--- src/rtl/sr04_if.sv ---
// Trig/echo bundle between an SR04 controller (master) and a sensor or its emulator (slave).
interface sr04_if;
  logic       trig;
  logic [8:0] distance_cm;
  logic       echo;
  logic       busy;
  logic       trig_err;
  logic       meas_done;

  modport master (
    output trig, distance_cm,
    input  echo, busy, trig_err, meas_done
  );

  modport slave (
    input  trig, distance_cm,
    output echo, busy, trig_err, meas_done
  );
endinterface

--- src/rtl/sr04_echo_emulator.sv ---
// HC-SR04 responder model: qualifies the trig pulse, waits a fixed burst delay, then drives an
// echo pulse whose width encodes the distance captured at trig fall. All outputs are registered.
module sr04_echo_emulator #(
  parameter int unsigned CLK_FREQ      = 100_000_000,
  parameter int unsigned MIN_TRIG_US   = 10,
  parameter int unsigned ECHO_DELAY_US = 200,
  parameter int unsigned US_PER_CM     = 58,
  parameter int unsigned DIST_MAX      = 400,
  parameter int unsigned TIMEOUT_US    = 38000,
  parameter int unsigned HOLDOFF_US    = 100
) (
  input  logic   clk,
  input  logic   rst,
  sr04_if.slave  bus
);

  localparam int unsigned CPU      = CLK_FREQ / 1_000_000;
  localparam logic [31:0] MIN_C    = 32'(MIN_TRIG_US * CPU);
  localparam logic [31:0] DLY_LAST = 32'(ECHO_DELAY_US * CPU - 1);
  localparam logic [31:0] HO_LAST  = 32'(HOLDOFF_US * CPU - 1);

  typedef enum logic [2:0] {
    S_IDLE, S_TRIG, S_DELAY, S_ECHO, S_HOLD
  } state_t;

  state_t      state_q, state_d;
  logic [31:0] cnt_q, cnt_d;
  logic [15:0] width_q, width_d;
  logic        trig_q, trig_d;
  logic        arm_q, arm_d;
  logic        echo_q, echo_d;
  logic        busy_q, busy_d;
  logic        trig_err_q, trig_err_d;
  logic        meas_done_q, meas_done_d;

  logic        trig_rise, trig_fall, in_range;
  logic [31:0] dist_ext, echo_last;
  logic [15:0] width_calc;

  // arm_q blocks a trig that was already high out of reset from counting as a rising edge
  assign trig_d    = bus.trig;
  assign arm_d     = arm_q | ~bus.trig;
  assign trig_rise = bus.trig & ~trig_q & arm_q;
  assign trig_fall = ~bus.trig & trig_q;

  assign dist_ext   = {23'd0, bus.distance_cm};
  assign in_range   = (dist_ext != 32'd0) && (dist_ext <= 32'(DIST_MAX));
  assign width_calc = in_range ? 16'(32'(US_PER_CM) * dist_ext) : 16'(TIMEOUT_US);
  assign echo_last  = {16'd0, width_q} * CPU - 32'd1;

  always_ff @(posedge clk) begin
    if (rst) begin
      state_q     <= S_IDLE;
      cnt_q       <= '0;
      width_q     <= '0;
      trig_q      <= 1'b0;
      arm_q       <= ~bus.trig;
      echo_q      <= 1'b0;
      busy_q      <= 1'b0;
      trig_err_q  <= 1'b0;
      meas_done_q <= 1'b0;
    end else begin
      state_q     <= state_d;
      cnt_q       <= cnt_d;
      width_q     <= width_d;
      trig_q      <= trig_d;
      arm_q       <= arm_d;
      echo_q      <= echo_d;
      busy_q      <= busy_d;
      trig_err_q  <= trig_err_d;
      meas_done_q <= meas_done_d;
    end
  end

  // cnt is zeroed on every state entry except TRIG, which counts the rising-edge cycle as 1
  always_comb begin
    state_d = state_q;
    cnt_d   = cnt_q;
    width_d = width_q;
    case (state_q)
      S_IDLE: begin
        if (trig_rise) begin
          state_d = S_TRIG;
          cnt_d   = 32'd1;
        end
      end
      S_TRIG: begin
        if (trig_fall) begin
          cnt_d = '0;
          if (cnt_q >= MIN_C) begin
            width_d = width_calc;
            state_d = S_DELAY;
          end else begin
            state_d = S_IDLE;
          end
        end else if (cnt_q != '1) begin
          cnt_d = cnt_q + 32'd1;
        end
      end
      S_DELAY: begin
        if (cnt_q == DLY_LAST) begin
          state_d = S_ECHO;
          cnt_d   = '0;
        end else begin
          cnt_d = cnt_q + 32'd1;
        end
      end
      S_ECHO: begin
        if (cnt_q == echo_last) begin
          state_d = S_HOLD;
          cnt_d   = '0;
        end else begin
          cnt_d = cnt_q + 32'd1;
        end
      end
      S_HOLD: begin
        if (cnt_q == HO_LAST) begin
          state_d = S_IDLE;
          cnt_d   = '0;
        end else begin
          cnt_d = cnt_q + 32'd1;
        end
      end
      default: begin
        state_d = S_IDLE;
        cnt_d   = '0;
      end
    endcase
  end

  always_comb begin
    echo_d      = (state_d == S_ECHO);
    busy_d      = (state_d != S_IDLE);
    trig_err_d  = (state_q == S_TRIG) && (state_d == S_IDLE);
    meas_done_d = (state_q == S_ECHO) && (state_d == S_HOLD);
  end

  assign bus.echo      = echo_q;
  assign bus.busy      = busy_q;
  assign bus.trig_err  = trig_err_q;
  assign bus.meas_done = meas_done_q;

endmodule

--- src/flat_wrapper.sv ---
// flat-port wrapper written by rule: the top's interface ports become plain ports
module sr04_echo_emulator_flat 
#(
  parameter int unsigned CLK_FREQ      = 100_000_000,
  parameter int unsigned MIN_TRIG_US   = 10,
  parameter int unsigned ECHO_DELAY_US = 200,
  parameter int unsigned US_PER_CM     = 58,
  parameter int unsigned DIST_MAX      = 400,
  parameter int unsigned TIMEOUT_US    = 38000,
  parameter int unsigned HOLDOFF_US    = 100
)
  (clk, rst, bus_trig, bus_distance_cm, bus_echo, bus_busy, bus_trig_err, bus_meas_done);
  sr04_if bus_i ();
  input  logic clk;
  input  logic rst;
  input wire logic [$bits(bus_i.trig)-1:0] bus_trig;
  input wire logic [$bits(bus_i.distance_cm)-1:0] bus_distance_cm;
  output wire logic [$bits(bus_i.echo)-1:0] bus_echo;
  output wire logic [$bits(bus_i.busy)-1:0] bus_busy;
  output wire logic [$bits(bus_i.trig_err)-1:0] bus_trig_err;
  output wire logic [$bits(bus_i.meas_done)-1:0] bus_meas_done;
  assign bus_i.trig = bus_trig;
  assign bus_i.distance_cm = bus_distance_cm;
  assign bus_echo = bus_i.echo;
  assign bus_busy = bus_i.busy;
  assign bus_trig_err = bus_i.trig_err;
  assign bus_meas_done = bus_i.meas_done;
  sr04_echo_emulator #(.CLK_FREQ(CLK_FREQ), .MIN_TRIG_US(MIN_TRIG_US), .ECHO_DELAY_US(ECHO_DELAY_US), .US_PER_CM(US_PER_CM), .DIST_MAX(DIST_MAX), .TIMEOUT_US(TIMEOUT_US), .HOLDOFF_US(HOLDOFF_US)) u_core (.clk(clk), .rst(rst), .bus(bus_i));
endmodule
--- config.mk ---
export PLATFORM = sky130hd
export DESIGN_NAME = sr04_echo_emulator_flat
export DESIGN_NICKNAME = d
export VERILOG_FILES = /design/src/rtl/sr04_if.sv /design/src/rtl/sr04_echo_emulator.sv /design/src/flat_wrapper.sv
export SDC_FILE = /design/constraint.sdc
export NUM_CORES = 1
export LEC_CHECK = 0
export CAP_MARGIN = 40
export CORE_ASPECT_RATIO = 1.4
export CORE_MARGIN = 2
export CORE_UTILIZATION = 40
export DETAILED_ROUTE_END_ITERATION = 6
export PLACE_DENSITY = 0.54
export SYNTH_ARGS = -nofsm -noshare
export SYNTH_HDL_FRONTEND = slang
export SYNTH_SLANG_ARGS = --single-unit
--- constraint.sdc ---
create_clock -name clk -period 6.19 [get_ports clk]
set_input_delay 1.857 -clock clk [delete_from_list [all_inputs] [get_ports clk]]
set_output_delay 1.857 -clock clk [all_outputs]
set_load 0.01 [all_outputs]
==> impl_summary.txt <==
----------------------------------------------------
[Run status]
  Run status ... complete, no violations

[Clock network]
  Clock Pin Slew Worst Setup and Hold Paths ... 70 ps
  Total number of H-tree levels ... 2
  TritonCTS clock tree ... built
  Clock root buffer master ... sky130_fd_sc_hd__clkbuf_16
  Post-CTS Hold Fix Bufs ... 0
  Cts bufs inserted ... 5
  Maximum number of buffers from clock root to sink ... 2
  Number of gates resized after CTS ... 0
  Worst skew pair latency ... 300 ps
  Setup Fix Bufs, Post-CTS ... 0
  Number of sinks handled by clock tree synthesis ... 56

[Layout]
  Final non-filler cell area ... 6620 um^2
  Total number of nets in the final design ... 874
  Number of standard cells in the final layout excluding fillers ... 941
  Antenna diodes ... 0
  Most used cells in the layout excluding fill and tap cells ... 90 x sky130_fd_sc_hd__ha_1, 59 x sky130_fd_sc_hd__nand2_1, 58 x sky130_fd_sc_hd__nor2_1, 56 x sky130_fd_sc_hd__dfxtp_1, 50 x sky130_fd_sc_hd__inv_1
  Most common cell after layout, fill and taps aside ... sky130_fd_sc_hd__ha_1
  Area growth syn-to-layout ... 7.04%
  Fraction of layout cells with a size suffix above 1 ... 4.81%

[Synth]
  Post-synthesis sequential area ratio ... 18.1%
  Area share of the leading cell type in the synthesized netlist ... 18.2%
  Post-Synthesis Net Count ... 874
  Dominant cells by area after synthesis ... sky130_fd_sc_hd__ha_1 18%, sky130_fd_sc_hd__dfxtp_1 18%, sky130_fd_sc_hd__fa_1 7.4%, sky130_fd_sc_hd__xnor2_1 4.7%, sky130_fd_sc_hd__nand2_1 3.6%
  Cell taking the most area after synthesis ... sky130_fd_sc_hd__ha_1
  Primary FF master, synth ... sky130_fd_sc_hd__dfxtp_1
  Synthesized netlist cell count ... 749
  Number of synthesized flops with an enable pin ... 0
  Post-synth ARST share ... 0%
  Mean Syn Cell Area ... 8.26 um^2
  Number of synthesized register bits ... 56
  Post-Syn Area ... 6190 um^2
  Warning count from the yosys run ... 0
  Synth cell types ... 77

[Routing]
  Total Wirelength ... 14,900 um
  Number of vias after detailed routing ... 5,327
  Initial DRC count ... 196
  DRT antenna net count ... 0
  Number of vias per cell after detailed routing ... 5.66
  Wire length per cell after detailed routing ... 15.8 um
  Drt first pass iters ... 6
  DRC violation count after routing ... 0

[Die]
  Standard-cell row count ... 53
  Initial Utilization ... 41.1%
  Total I/O pin count ... 16
  Die Outline Area ... 16,500 um^2
  Placeable core region ... 15,100 um^2
  Die Wd ... 109 um
  Y dimension of the die ... 151 um

[Placed design]
  GP Congestion ... 0.819
  # port buffers ... 15
  Placed Cells incl. Taps ... 934
  Instance area after placement ... 6490 um^2
  HPWL after DPL ... 12,100 um

[Setup path]
  Worst endpoint data arrival time ... 5990 ps
  Critical Path Fanout Max ... 5
  Required time at the worst-slack endpoint ... 6420 ps
  CP Class ... primary input to flip-flop
  Crit end category ... flip-flop
  Worst setup SP type ... primary input

[Timing]
  Unrepaired setup endpoints after global routing ... no
  Finish-stage setup viols ... 0
  Slew at the pin with the worst max-slew slack ... 787 ps
  Post-Route Skew ... 6.86 ps
  Max frequency ... 0.174 GHz
  Minimum clock period after layout ... 5760 ps
  Slew Limit Fails ... 0
  Setup TNS after final layout ... 0 ps
  Worst relative slew slack ... 47.0%
  Number of hold-slack violations in the final timing report ... 0
  Tcrit/Tclk final ... 93.0%

[GRT]
  Number of antenna violations at the first check in global routing ... 0
  Via count of the first global-routing pass ... 5,322
  First-pass GRT wire length ... 25,500 um
  Congestion Overflow GR ... 0
  Total routing resource utilization after global routing ... 19.1%
  Largest net degree at the start of global routing ... 39

[Power]
  Power density relative to cell area ... 149 nW/um^2
  Cell leakage power ... 3.11 nW
  Worst ir drop on vdd ... 0.109 mV

[Min path]
  HP Class ... flip-flop to flip-flop

[Job]
  Max_cap viols ... 0

----------------------------------------------------
[final timing paths]
kind | slack, ps | endpoint | depth (start not counted) | start
min reg2reg | 480 | u_core.arm_q$_DFF_P_ | 2 | u_core.arm_q$_DFF_P_
max reg2reg | 630 | u_core.cnt_q[26]$_SDFFE_PP0P_ | 17 | u_core.width_q[7]$_SDFFE_PP0P_
min | 480 | u_core.arm_q$_DFF_P_ | 2 | u_core.arm_q$_DFF_P_
max | 430 | u_core.width_q[14]$_SDFFE_PP0P_ | 19 | bus_distance_cm[2]
[flip-flops by register name, summed over array words and instances, names as in the netlist]
name and count:
u_core.bus.meas_done 1, u_core.bus.trig_err 1, u_core.state_q 3, u_core.bus.echo 1
u_core.arm_q 1, u_core.bus.busy 1, u_core.trig_q 1, u_core.width_q 15
u_core.cnt_q 32
[final cells by class]
| cell class | instances | area [um^2] |
|---|---|---|
| sequential | 56 | 1120 |
| inverter | 50 | 188 |
| timing repair buffer | 22 | 203 |
| tap | 192 | 240 |
| clock buffer | 5 | 125 |
| multi-input combinational | 614 | 4730 |
| clock inverter | 2 | 12.5 |
| fill | 1496 | 8430 |
[power by group]
group | switching [mW] | internal, mW
clock network | 0.132 | 0.147
registers | 0.00698 | 0.366
logic | 0.186 | 0.145
[worst max-delay path, stage by stage]
cell	delay [ps]
sky130_fd_sc_hd__clkdlybuf4s50_1	620
sky130_fd_sc_hd__fa_1	470
sky130_fd_sc_hd__ha_1	290
sky130_fd_sc_hd__inv_1	50
sky130_fd_sc_hd__fa_1	490
sky130_fd_sc_hd__inv_1	40
sky130_fd_sc_hd__ha_1	320
sky130_fd_sc_hd__a21o_1	190
sky130_fd_sc_hd__a21oi_1	220
sky130_fd_sc_hd__nor2b_1	70
sky130_fd_sc_hd__o21a_1	180
sky130_fd_sc_hd__o21ai_0	210
sky130_fd_sc_hd__a21oi_1	110
sky130_fd_sc_hd__o21ai_0	210
sky130_fd_sc_hd__nand2b_1	90
sky130_fd_sc_hd__a21oi_1	170
sky130_fd_sc_hd__xnor2_1	140
sky130_fd_sc_hd__nand3_1	90
sky130_fd_sc_hd__a21oi_1	150
[per-stage QoR]
stage                     utilization (%)  worst slack, ps  hold slack (ps)  power [mW]
after floorplan                         -             1010              445       0.636
after global placement               43.0              172              460       0.709
after detailed placement             43.1             96.8              470       0.715
after CTS                            44.0              393              482       0.999
after global routing                 44.0             67.5              512        1.06
final                                44.0              432              477       0.984
[Yosys cell counts, types with 6 or more instances]
master and n:
sky130_fd_sc_hd__o21a_1 10, sky130_fd_sc_hd__clkbuf_1 16, sky130_fd_sc_hd__o211ai_1 7, sky130_fd_sc_hd__nand2_1 59
sky130_fd_sc_hd__nor4_1 20, sky130_fd_sc_hd__fa_1 23, sky130_fd_sc_hd__nor2_1 58, sky130_fd_sc_hd__o31ai_1 7
sky130_fd_sc_hd__xnor2_1 33, sky130_fd_sc_hd__ha_1 90, sky130_fd_sc_hd__a21oi_1 33, sky130_fd_sc_hd__and2_1 7
sky130_fd_sc_hd__xor2_1 10, sky130_fd_sc_hd__o21ai_1 14, sky130_fd_sc_hd__buf_2 6, sky130_fd_sc_hd__nand2b_1 6
sky130_fd_sc_hd__nand4_1 16, sky130_fd_sc_hd__dfxtp_1 56, sky130_fd_sc_hd__nor3_1 25, sky130_fd_sc_hd__nand3_1 28
sky130_fd_sc_hd__nor2b_1 10, sky130_fd_sc_hd__a21o_1 24, sky130_fd_sc_hd__or3_1 8, sky130_fd_sc_hd__o21ai_0 20
sky130_fd_sc_hd__inv_1 50, sky130_fd_sc_hd__and3_1 12
[per-layer routing]
metal,global-route usage (%),wire length [um]
met4,4.23,246
met5,0,0
met1,21.1,5930
met3,1.42,244
met2,38.6,8430
[kinds of logic (layout without fill, tap and decap cells)]
family / count (synthesis) / in the layout / share of synthesized area, %
compound gates: 177 / 177 / 20.3
xor+xnor: 46 / 46 / 7.10
simple gates: 278 / 278 / 23.5
buf+inv: 79 / 79 / 5.38
fa+ha+maj: 113 / 113 / 25.6
flops: 56 / 56 / 18.1
(Power assumes the default switching activity.)
